### src/rtl/jackpot_pkg.sv
// rtl/jackpot_pkg.sv - shared types and helpers for the jackpot reaction game
package jackpot_pkg;

  typedef enum logic [1:0] {
    REARM = 2'd0,
    RUN   = 2'd1,
    FLASH = 2'd2
  } state_t;

  localparam int MODE_ROTATE = 0;
  localparam int MODE_BOUNCE = 1;

  // Each level halves the walk step period.
  function automatic int period_for_level(input int div_base, input int level);
    return div_base >> level;
  endfunction

endpackage

### src/rtl/jackpot_arcade_if.sv
// rtl/jackpot_arcade_if.sv - board-facing signal bundle (switches in, display/score out)
interface jackpot_arcade_if #(
  parameter int N_LEDS  = 4,
  parameter int LEVELS  = 4,
  parameter int SCORE_W = 8
);

  logic [N_LEDS-1:0]          SWITCHES;
  logic [N_LEDS-1:0]          LEDS;
  logic                       WON;
  logic [$clog2(LEVELS)-1:0]  LEVEL;
  logic [SCORE_W-1:0]         SCORE;

  // master is the board/player side, slave is the game core
  modport master (output SWITCHES, input LEDS, input WON, input LEVEL, input SCORE);
  modport slave  (input SWITCHES, output LEDS, output WON, output LEVEL, output SCORE);

endinterface

### src/rtl/jackpot_tick_div.sv
// rtl/jackpot_tick_div.sv - free-running divider emitting a one-cycle tick every i_period cycles
module jackpot_tick_div #(
  parameter int PER_W = 8
) (
  input  logic             clk,
  input  logic             rst,
  input  logic [PER_W-1:0] i_period,
  input  logic             i_clear,
  output logic             o_tick
);

  logic [PER_W-1:0] r_count;
  logic             w_last;

  // >= keeps the counter bounded even if the period shrinks under it
  assign w_last = (r_count >= (i_period - PER_W'(1)));
  assign o_tick = w_last;

  always_ff @(posedge clk) begin
    if (rst || i_clear) begin
      r_count <= '0;
    end else if (w_last) begin
      r_count <= '0;
    end else begin
      r_count <= r_count + PER_W'(1);
    end
  end

endmodule

### src/rtl/jackpot_arcade.sv
// rtl/jackpot_arcade.sv - walking-LED reaction game: synchroniser, FSM, position, score and level
module jackpot_arcade
  import jackpot_pkg::*;
#(
  parameter int N_LEDS      = 4,
  parameter int DIV_BASE    = 25_000_000,
  parameter int LEVELS      = 4,
  parameter int MODE        = MODE_ROTATE,
  parameter int FLASH_DIV   = 12_500_000,
  parameter int FLASH_COUNT = 3,
  parameter int SCORE_W     = 8
) (
  input  logic           CLOCK,
  input  logic           BTN0,
  jackpot_arcade_if.slave board
);

  localparam int POS_W   = $clog2(N_LEDS);
  localparam int LVL_W   = $clog2(LEVELS);
  localparam int PER_MAX = (DIV_BASE > FLASH_DIV) ? DIV_BASE : FLASH_DIV;
  localparam int PER_W   = $clog2(PER_MAX + 1);
  localparam int HALF_W  = $clog2(2 * FLASH_COUNT);

  localparam logic [POS_W-1:0]  POS_LAST  = POS_W'(N_LEDS - 1);
  localparam logic [POS_W-1:0]  POS_PRE   = POS_W'(N_LEDS - 2);
  localparam logic [LVL_W-1:0]  LVL_LAST  = LVL_W'(LEVELS - 1);
  localparam logic [HALF_W-1:0] HALF_LAST = HALF_W'(2 * FLASH_COUNT - 1);

  state_t              r_state;
  state_t              w_state_next;
  logic [N_LEDS-1:0]   r_sw_meta;
  logic [N_LEDS-1:0]   r_sw_s;
  logic [POS_W-1:0]    r_pos;
  logic                r_dir_down;
  logic                r_flash_on;
  logic [HALF_W-1:0]   r_half_cnt;
  logic [SCORE_W-1:0]  r_score;
  logic [LVL_W-1:0]    r_level;

  logic [N_LEDS-1:0]   w_onehot;
  logic [N_LEDS-1:0]   w_leds;
  logic                w_match;
  logic                w_tick;
  logic                w_clear;
  logic [PER_W-1:0]    w_period;
  logic [POS_W-1:0]    w_pos_next;
  logic                w_dir_next;

  assign w_onehot = N_LEDS'(1) << r_pos;
  assign w_match  = (r_sw_s == w_onehot);
  assign w_clear  = (w_state_next != r_state);
  assign w_period = (r_state == FLASH) ? PER_W'(FLASH_DIV)
                                       : PER_W'(period_for_level(DIV_BASE, int'(r_level)));

  jackpot_tick_div #(
    .PER_W (PER_W)
  ) u_tick_div (
    .clk      (CLOCK),
    .rst      (BTN0),
    .i_period (w_period),
    .i_clear  (w_clear),
    .o_tick   (w_tick)
  );

  always_ff @(posedge CLOCK) begin
    if (BTN0) begin
      r_state <= REARM;
    end else begin
      r_state <= w_state_next;
    end
  end

  always_comb begin
    w_state_next = r_state;
    w_leds       = w_onehot;
    case (r_state)
      REARM: begin
        if (r_sw_s == '0) begin
          w_state_next = RUN;
        end
      end
      RUN: begin
        if (w_match) begin
          w_state_next = FLASH;
        end
      end
      FLASH: begin
        w_leds = r_flash_on ? '1 : '0;
        if (w_tick && (r_half_cnt == HALF_LAST)) begin
          w_state_next = REARM;
        end
      end
      default: begin
        w_state_next = REARM;
      end
    endcase
  end

  // Bounce flips direction on arrival at an end so no end LED is shown twice.
  always_comb begin
    w_pos_next = r_pos;
    w_dir_next = r_dir_down;
    if (MODE == MODE_BOUNCE) begin
      if (r_dir_down) begin
        w_pos_next = r_pos - POS_W'(1);
        w_dir_next = (r_pos != POS_W'(1));
      end else begin
        w_pos_next = r_pos + POS_W'(1);
        w_dir_next = (r_pos == POS_PRE);
      end
    end else begin
      w_pos_next = (r_pos == POS_LAST) ? '0 : (r_pos + POS_W'(1));
    end
  end

  always_ff @(posedge CLOCK) begin
    if (BTN0) begin
      r_sw_meta  <= '0;
      r_sw_s     <= '0;
      r_pos      <= '0;
      r_dir_down <= 1'b0;
      r_flash_on <= 1'b0;
      r_half_cnt <= '0;
      r_score    <= '0;
      r_level    <= '0;
    end else begin
      r_sw_meta <= board.SWITCHES;
      r_sw_s    <= r_sw_meta;
      case (r_state)
        RUN: begin
          // A match beats a same-cycle tick: the position freezes for the flash.
          if (w_match) begin
            r_flash_on <= 1'b1;
            r_half_cnt <= '0;
            if (r_score != '1) begin
              r_score <= r_score + SCORE_W'(1);
            end
            if (r_level != LVL_LAST) begin
              r_level <= r_level + LVL_W'(1);
            end
          end else if (w_tick) begin
            r_pos      <= w_pos_next;
            r_dir_down <= w_dir_next;
          end
        end
        FLASH: begin
          if (w_tick) begin
            r_flash_on <= ~r_flash_on;
            r_half_cnt <= r_half_cnt + HALF_W'(1);
            if (r_half_cnt == HALF_LAST) begin
              r_pos      <= '0;
              r_dir_down <= 1'b0;
            end
          end
        end
        default: begin
        end
      endcase
    end
  end

  assign board.LEDS  = w_leds;
  assign board.WON   = (r_state == FLASH);
  assign board.LEVEL = r_level;
  assign board.SCORE = r_score;

endmodule

### src/flat_wrapper.sv
// flat-port wrapper written by rule: the top's interface ports become plain ports
module jackpot_arcade_flat import jackpot_pkg::*;
#(
  parameter int N_LEDS      = 4,
  parameter int DIV_BASE    = 25_000_000,
  parameter int LEVELS      = 4,
  parameter int MODE        = MODE_ROTATE,
  parameter int FLASH_DIV   = 12_500_000,
  parameter int FLASH_COUNT = 3,
  parameter int SCORE_W     = 8
)
  (CLOCK, BTN0, board_SWITCHES, board_LEDS, board_WON, board_LEVEL, board_SCORE);
  jackpot_arcade_if #(.N_LEDS(N_LEDS), .LEVELS(LEVELS), .SCORE_W(SCORE_W)) board_i ();
  input  logic CLOCK;
  input  logic BTN0;
  input wire logic [$bits(board_i.SWITCHES)-1:0] board_SWITCHES;
  output wire logic [$bits(board_i.LEDS)-1:0] board_LEDS;
  output wire logic [$bits(board_i.WON)-1:0] board_WON;
  output wire logic [$bits(board_i.LEVEL)-1:0] board_LEVEL;
  output wire logic [$bits(board_i.SCORE)-1:0] board_SCORE;
  assign board_i.SWITCHES = board_SWITCHES;
  assign board_LEDS = board_i.LEDS;
  assign board_WON = board_i.WON;
  assign board_LEVEL = board_i.LEVEL;
  assign board_SCORE = board_i.SCORE;
  jackpot_arcade #(.N_LEDS(N_LEDS), .DIV_BASE(DIV_BASE), .LEVELS(LEVELS), .MODE(MODE), .FLASH_DIV(FLASH_DIV), .FLASH_COUNT(FLASH_COUNT), .SCORE_W(SCORE_W)) u_core (.CLOCK(CLOCK), .BTN0(BTN0), .board(board_i));
endmodule
### config.mk
export PLATFORM = sky130hd
export DESIGN_NAME = jackpot_arcade_flat
export DESIGN_NICKNAME = d
export VERILOG_FILES = /design/src/rtl/jackpot_pkg.sv /design/src/rtl/jackpot_arcade_if.sv /design/src/rtl/jackpot_tick_div.sv /design/src/rtl/jackpot_arcade.sv /design/src/flat_wrapper.sv
export SDC_FILE = /design/constraint.sdc
export NUM_CORES = 1
export LEC_CHECK = 0
export CAP_MARGIN = 20
export CORE_ASPECT_RATIO = 1.5
export CORE_UTILIZATION = 45
export CTS_CLUSTER_DIAMETER = 150
export DETAILED_ROUTE_END_ITERATION = 7
export GPL_TIMING_DRIVEN = 0
export HOLD_SLACK_MARGIN = 0.06
export MAX_ROUTING_LAYER = met4
export SYNTH_ARGS = -nofsm -noshare
export SYNTH_HDL_FRONTEND = slang
export SYNTH_SLANG_ARGS = --single-unit
### constraint.sdc
create_clock -name CLOCK -period 6.35 [get_ports CLOCK]
set_input_delay 1.27 -clock CLOCK [delete_from_list [all_inputs] [get_ports CLOCK]]
set_output_delay 1.27 -clock CLOCK [all_outputs]
set_load 0.01 [all_outputs]
Word-level counts from Yosys, hierarchy flattened
Index checks and enable logic that the tools add are counted.

Latch bits: 0. Bits in registers: 51. Output and inout port bits: 15. RAM bits: 0. Word-level logic and storage cells: 61. Input port bits: 6. Memories: 0. ROM bits: 0.

Divide/modulo/power cells: 0. Multipliers: 0. Shift-type cells: 2. Equal/unequal tests: 13. Bitwise logic cells: 1. Multiplexer cells: 19. Reductions and logical operators: 10. Magnitude comparators: 1. Add/sub/neg operators: 6.

Operators by type and width (number): 25-bit by 1-bit adder with 25-bit output, second input constant (1); 25-bit >= comparator (1); 25-bit two-way mux (1); 25-bit by 2-bit >> shifter with 25-bit output, first input constant (1); 25-bit by 1-bit subtractor with 25-bit output, second input constant (1); 2-bit two-way mux (8); 3-bit AND reduction (3); 8-bit by 1-bit adder with 8-bit output, second input constant (1); 4-bit two-way mux (2); 2-bit by 1-bit != test with 1-bit output, second input constant (4); 8-bit != test, second input constant (1); 3-bit two-way mux (2); 2-bit case mux with 3 select lines (1); 3-bit case mux with 2 select lines (1); 5-bit AND reduction (1); 2-bit by 1-bit adder with 2-bit output, second input constant (2); 2-bit == test, second input constant (2); 4-bit == test (1); 4-bit logical NOT (1); 2-bit != test, second input constant (2); 2-bit case mux with 2 select lines (1); 1-bit by 2-bit left shift with 4-bit output, first input constant (1); 3-bit by 1-bit adder with 3-bit output, second input constant (1); 3-bit == test, second input constant (1); other kinds (10) (11).

Depth between registers and ports, before layout
Depth after elaboration: 10. Gate-level depth with buffers: 17. Depth with buffers taken out: 16.

By module
From an unflattened synthesis, not the netlist that was laid out.

Cells, all modules: 438. Area, all modules: 3688.5 um2.

Modules (own cells, without submodules): jackpot_tick_div (area an instance 2104.5 um2, cells an instance 249, seq. area each 500.5 um2, instances 1); jackpot_arcade (area an instance 1584.0 um2, cells an instance 189, seq. area each 520.5 um2, instances 1).

Worst setup path before layout
No wires, ideal clock.

Kind: register to register. Start: register u_core.r_state[0]. End: register u_core.r_pos[1]. Cell stages (with the launch flop): 17. Path buffers: 0. Path slack: 3066 ps. Library setup time: 87 ps. Period minus slack after synthesis: 3284 ps. Arrival time: 3197 ps. Required time: 6263 ps. Cells stage by stage: dfxtp_1 > inv_1 > ha_1 > inv_1 > nand2_1 > ha_1 > nand3_1 > nor2_1 > and3_1 > ha_1 > nand4_1 > nor3_1 > a22oi_2 > a211o_1 > and3_1 > or3_1 > o31ai_1.

Word-level cells in the longest chain between the ends: 6. Elaborated cells between the ends (all ways): 12. Classes of those cells: add/sub (1); order compare (1); eq/ne (6); mux (2); reduce/logical (2).

RTL lines: start, declared (RTL line jackpot_arcade.sv:29) `state_t r_state;`; start signal, assigned (RTL line jackpot_arcade.sv:69) `r_state <= w_state_next;`; 2-bit == test *; named net board_WON (RTL line flat_wrapper.sv:18) `output wire logic [$bits(board_i.WON)-1:0] board_WON;`; 25-bit two-way mux (RTL line jackpot_arcade.sv:52) `assign w_period = (r_state == FLASH) ? PER_W'(FLASH_DIV)`; 25-bit by 1-bit subtractor with 25-bit output (RTL line jackpot_tick_div.sv:16) `assign w_last = (r_count >= (i_period - PER_W'(1)));`; 25-bit >= comparator (RTL line jackpot_tick_div.sv:16); 2-bit by 1-bit != test with 1-bit output (no source line); 5-bit AND reduction (no source line); end signal, assigned (RTL line jackpot_arcade.sv:142) `r_pos <= w_pos_next;`; end, declared (RTL line jackpot_arcade.sv:33) `logic [POS_W-1:0] r_pos;`.

The timed path passes the listed nets; every way through them passes the cells marked *. A chain may end at the register's enable or synchronous reset.

Final worst setup path
Start: register u_core.r_state[0]. End: register u_core.r_pos[1].

Word-level cells in the longest chain between the ends: 6. Elaborated cells between the ends (all ways): 12. Classes of those cells: add/sub (1); order compare (1); eq/ne (6); mux (2); reduce/logical (2).

RTL lines (RTL line): 2-bit == test (jackpot_arcade.sv:52, jackpot_arcade.sv:129); 25-bit two-way mux (jackpot_arcade.sv:52); 25-bit by 1-bit subtractor with 25-bit output (jackpot_tick_div.sv:16); 25-bit >= comparator (jackpot_tick_div.sv:16); 2-bit by 1-bit != test with 1-bit output (no source line); 5-bit AND reduction (no source line).

Parallel ways exist; a longest one is shown, timed or not.

==> qor.csv <==
metric,value,unit
yosysTopAreaCellShare,0.328,
grt_pass1_wl,10900,um
crit_family,simple AND/OR/NAND/NOR gates,
r2r_slack,2.67,ns
vias,2476,
relSlewSlack,0.562,
r2r-end,u_core.r_pos[1],
hold_viol,0,
cts_tree,yes,
place_hpwl,5020,um
slowest_stage,dfxtp_1,
yosysSeqAreaShare,0.328,
layout_common_cells,"54 x nor2_1, 51 x dfxtp_1, 40 x ha_1, 23 x nand2_1",
yosys_warnings,0,
busiest_layer,met2,
grt_max_degree,17,
rows,36,
worstPathRequired,6.57,ns
status,"complete, no violations",
crit_top_cell,ha_1,
arrival,3.91,ns
reg2reg_from,u_core.r_state[0],
fin_crit,3.68,ns
antenna_left,0,
antenna_cells,0,
dieArea,7250,um^2
stdcell_count,465,
skew,0.00412,ns
slew_violations,0,
gp_congestion,0.830,
synth_top_area_cell,dfxtp_1,
area_growth,13.9,%
whs_endpoint,u_core.u_tick_div.r_count[0],
ys_ff_latch,51,
clockRootBuffer,clkbuf_8,
syn-num-nets,407,
grt_pass1_vias,2378,
worst_r2r_path_depth,16,
final_common_cell,nor2_1,
grt_antenna_before_repair,0,
cts_resized,0,
crit_path_end_kind,flip-flop,
via_per_inst,5.32,
use_met3,0.0233,
fp.dieH,104,um
die_w,69.9,um
crit_chain,"inv_1, ha_1, inv_1, nand2_1, ha_1, nand3_1, nor2_1, and3_1, ha_1, nand4_1, nor3_1, a22oi_2, a211o_1, and3_1, or3_1, o31ai_1",
netlist_area,3110,um^2
n_fill_cell,639,
core_area,6580,um^2
min_path_cells,1,
post_cts_buffers,0,
hp-start,u_core.u_tick_div.r_count[0],
crit_fanout,7,
syn_inst,361,
ir_drop,0.000160,V
ys_top_cells_by_area,"dfxtp_1 33%, ha_1 16%, nor2_1 6.5%",
p_leak,1.38,nW
cts_hold_buf,0,
layout.nets,434,
grt_use_total,0.187,
cp-start-kind,flip-flop,
first_pass_iters,4,
wl_per_cell,13.5,um
wl,6270,um
drv_cap,0,
drt_iter0_drc,71,
cpPeakStageDelay,0.43,ns
ctsLongestPathBuffers,2,
drc,0,
hp-class,reg2reg,
rsz0062_at_grt,false,
cts_sinks,51,
syn_avg_cell_area,8.61,um^2
path_buf_inv,2,
clk_pin_slew,0.10,ns
setup_viol,0,
synth_cell_types,45,
h-tree-depth,2,
grt_use_met1,0.207,
tightest_slew,0.651,ns
final_layout_size_suffix_gt1_frac,0.0514,
grt_overflow,0,
max_freq,0.272,GHz
use_met2,0.351,
start_util,0.473,
fin_crit_sh,0.580,
finalSetupTns,0,ns
critPathKind,reg2reg,
cts_made_buffers,5,
io_pins,21,
place_inst,457,
clk-insertion-delay-late,0.30,ns
io_buffers,20,
power_density,209,nW/um^2
Yosys cell counts (all sizes together):
| cell | number |
|---|---|
| nand2b | 3 |
| xnor2 | 21 |
| buf | 3 |
| nor3 | 7 |
| a221o | 1 |
| mux2 | 1 |
| nand4 | 13 |
| conb | 1 |
| or2 | 2 |
| dfxtp | 51 |
| nor3b | 1 |
| inv | 21 |
| nor2b | 12 |
| a22oi | 1 |
| and2 | 2 |
| xor2 | 16 |
| a2111oi | 1 |
| clkbuf | 3 |
| and4 | 3 |
| o31ai | 2 |
| a41o | 1 |
| o21ai | 12 |
| a41oi | 1 |
| mux2i | 2 |
| ha | 40 |
| nand2 | 23 |
| a21oi | 16 |
| a21boi | 1 |
| a211o | 1 |
| a211oi | 2 |
| or3 | 5 |
| a21o | 3 |
| nor4b | 1 |
| a221oi | 2 |
| and3 | 7 |
| o21a | 3 |
| nand3 | 17 |
| nor4 | 3 |
| nor2 | 56 |
routing by layer:
layer	vias up	part of all wire
met5	-	0
met3	9	0.017
li1	1294	-
met4	0	0.013
met2	22	0.54
met1	1151	0.43
report_power, final:
group	total, mW	leakage (nW)	internal, mW	switching, mW
registers	0.343	0.414	0.332	0.0110
clock network	0.269	0.0644	0.157	0.112
logic	0.128	0.905	0.0574	0.0704
metrics by stage:
step	setup WS, ns	area, um^2	util	hold WS, ns	total power, mW
finish	2.67	3540	0.538	0.438	0.740
global placement	2.71	3400	0.518	0.415	0.477
CTS	2.65	3540	0.538	0.446	0.751
detailed placement	2.69	3400	0.518	0.428	0.479
floorplan	3.07	3110	-	0.412	0.442
global route	2.37	3540	0.538	0.462	0.779
worst reg2reg max path, cell delays in order (launching register included):
cell and delay, ns:
dfxtp_1 0.43, inv_1 0.13, ha_1 0.32, inv_1 0.25, nand2_1 0.11, ha_1 0.24, nand3_1 0.11, nor2_1 0.08
and3_1 0.19, ha_1 0.29, nand4_1 0.12, nor3_1 0.24, a22oi_2 0.15, a211o_1 0.32, and3_1 0.19, or3_1 0.37
o31ai_1 0.07
cell families (layout without fill, tap and decap cells):
family	Yosys count	after routing	synth area share
AOI/OAI and AO/OA	47	47	0.104
other	1	1	0.00121
adders and majority gates	40	40	0.161
buffers and inverters	27	55	0.0398
DFF	51	51	0.328
xor gates and xnor gates	37	37	0.104
muxes	3	3	0.0113
and+or+nand+nor	155	155	0.250
area by class of cell:
cell class / instances / area (um^2) / area share
multi-input cells: 283 / 1960 / 0.555
flip-flops and latches: 51 / 1020 / 0.288
repair buffers: 20 / 200 / 0.0565
well taps: 76 / 95.1 / 0.0269
inverters: 21 / 78.8 / 0.0223
clock buffers: 5 / 68.8 / 0.0194
clock inverters: 3 / 67.6 / 0.0191
plain buffers: 6 / 45.0 / 0.0127
how the worst max path moves through the flow:
stage | startpoint | end | slack [ns] | cells after the start
2_1_floorplan | u_core.r_state[0] | u_core.r_pos[1] | 3.07 | 16
3_3_place_gp | u_core.r_state[0] | u_core.r_pos[1] | 2.71 | 16
3_5_place_dp | u_core.r_state[0] | u_core.r_pos[1] | 2.69 | 16
4_1_cts | u_core.r_state[0] | board_LEDS[3] | 2.65 | 6
5_1_grt | u_core.r_state[0] | u_core.r_pos[1] | 2.37 | 16
6_report | u_core.r_state[0] | u_core.r_pos[1] | 2.67 | 16
sequential cells by signal, indices dropped and copies added, names as in the netlist, 2 cells and up:
register / cells
u_core.u_tick_div.r_count: 25
u_core.r_state: 2
u_core.board.LEVEL: 2
u_core.board.SCORE: 8
u_core.r_half_cnt: 3
u_core.r_pos: 2
u_core.r_sw_meta: 4
u_core.r_sw_s: 4
Note: power is estimated with default switching activity, not from simulation.
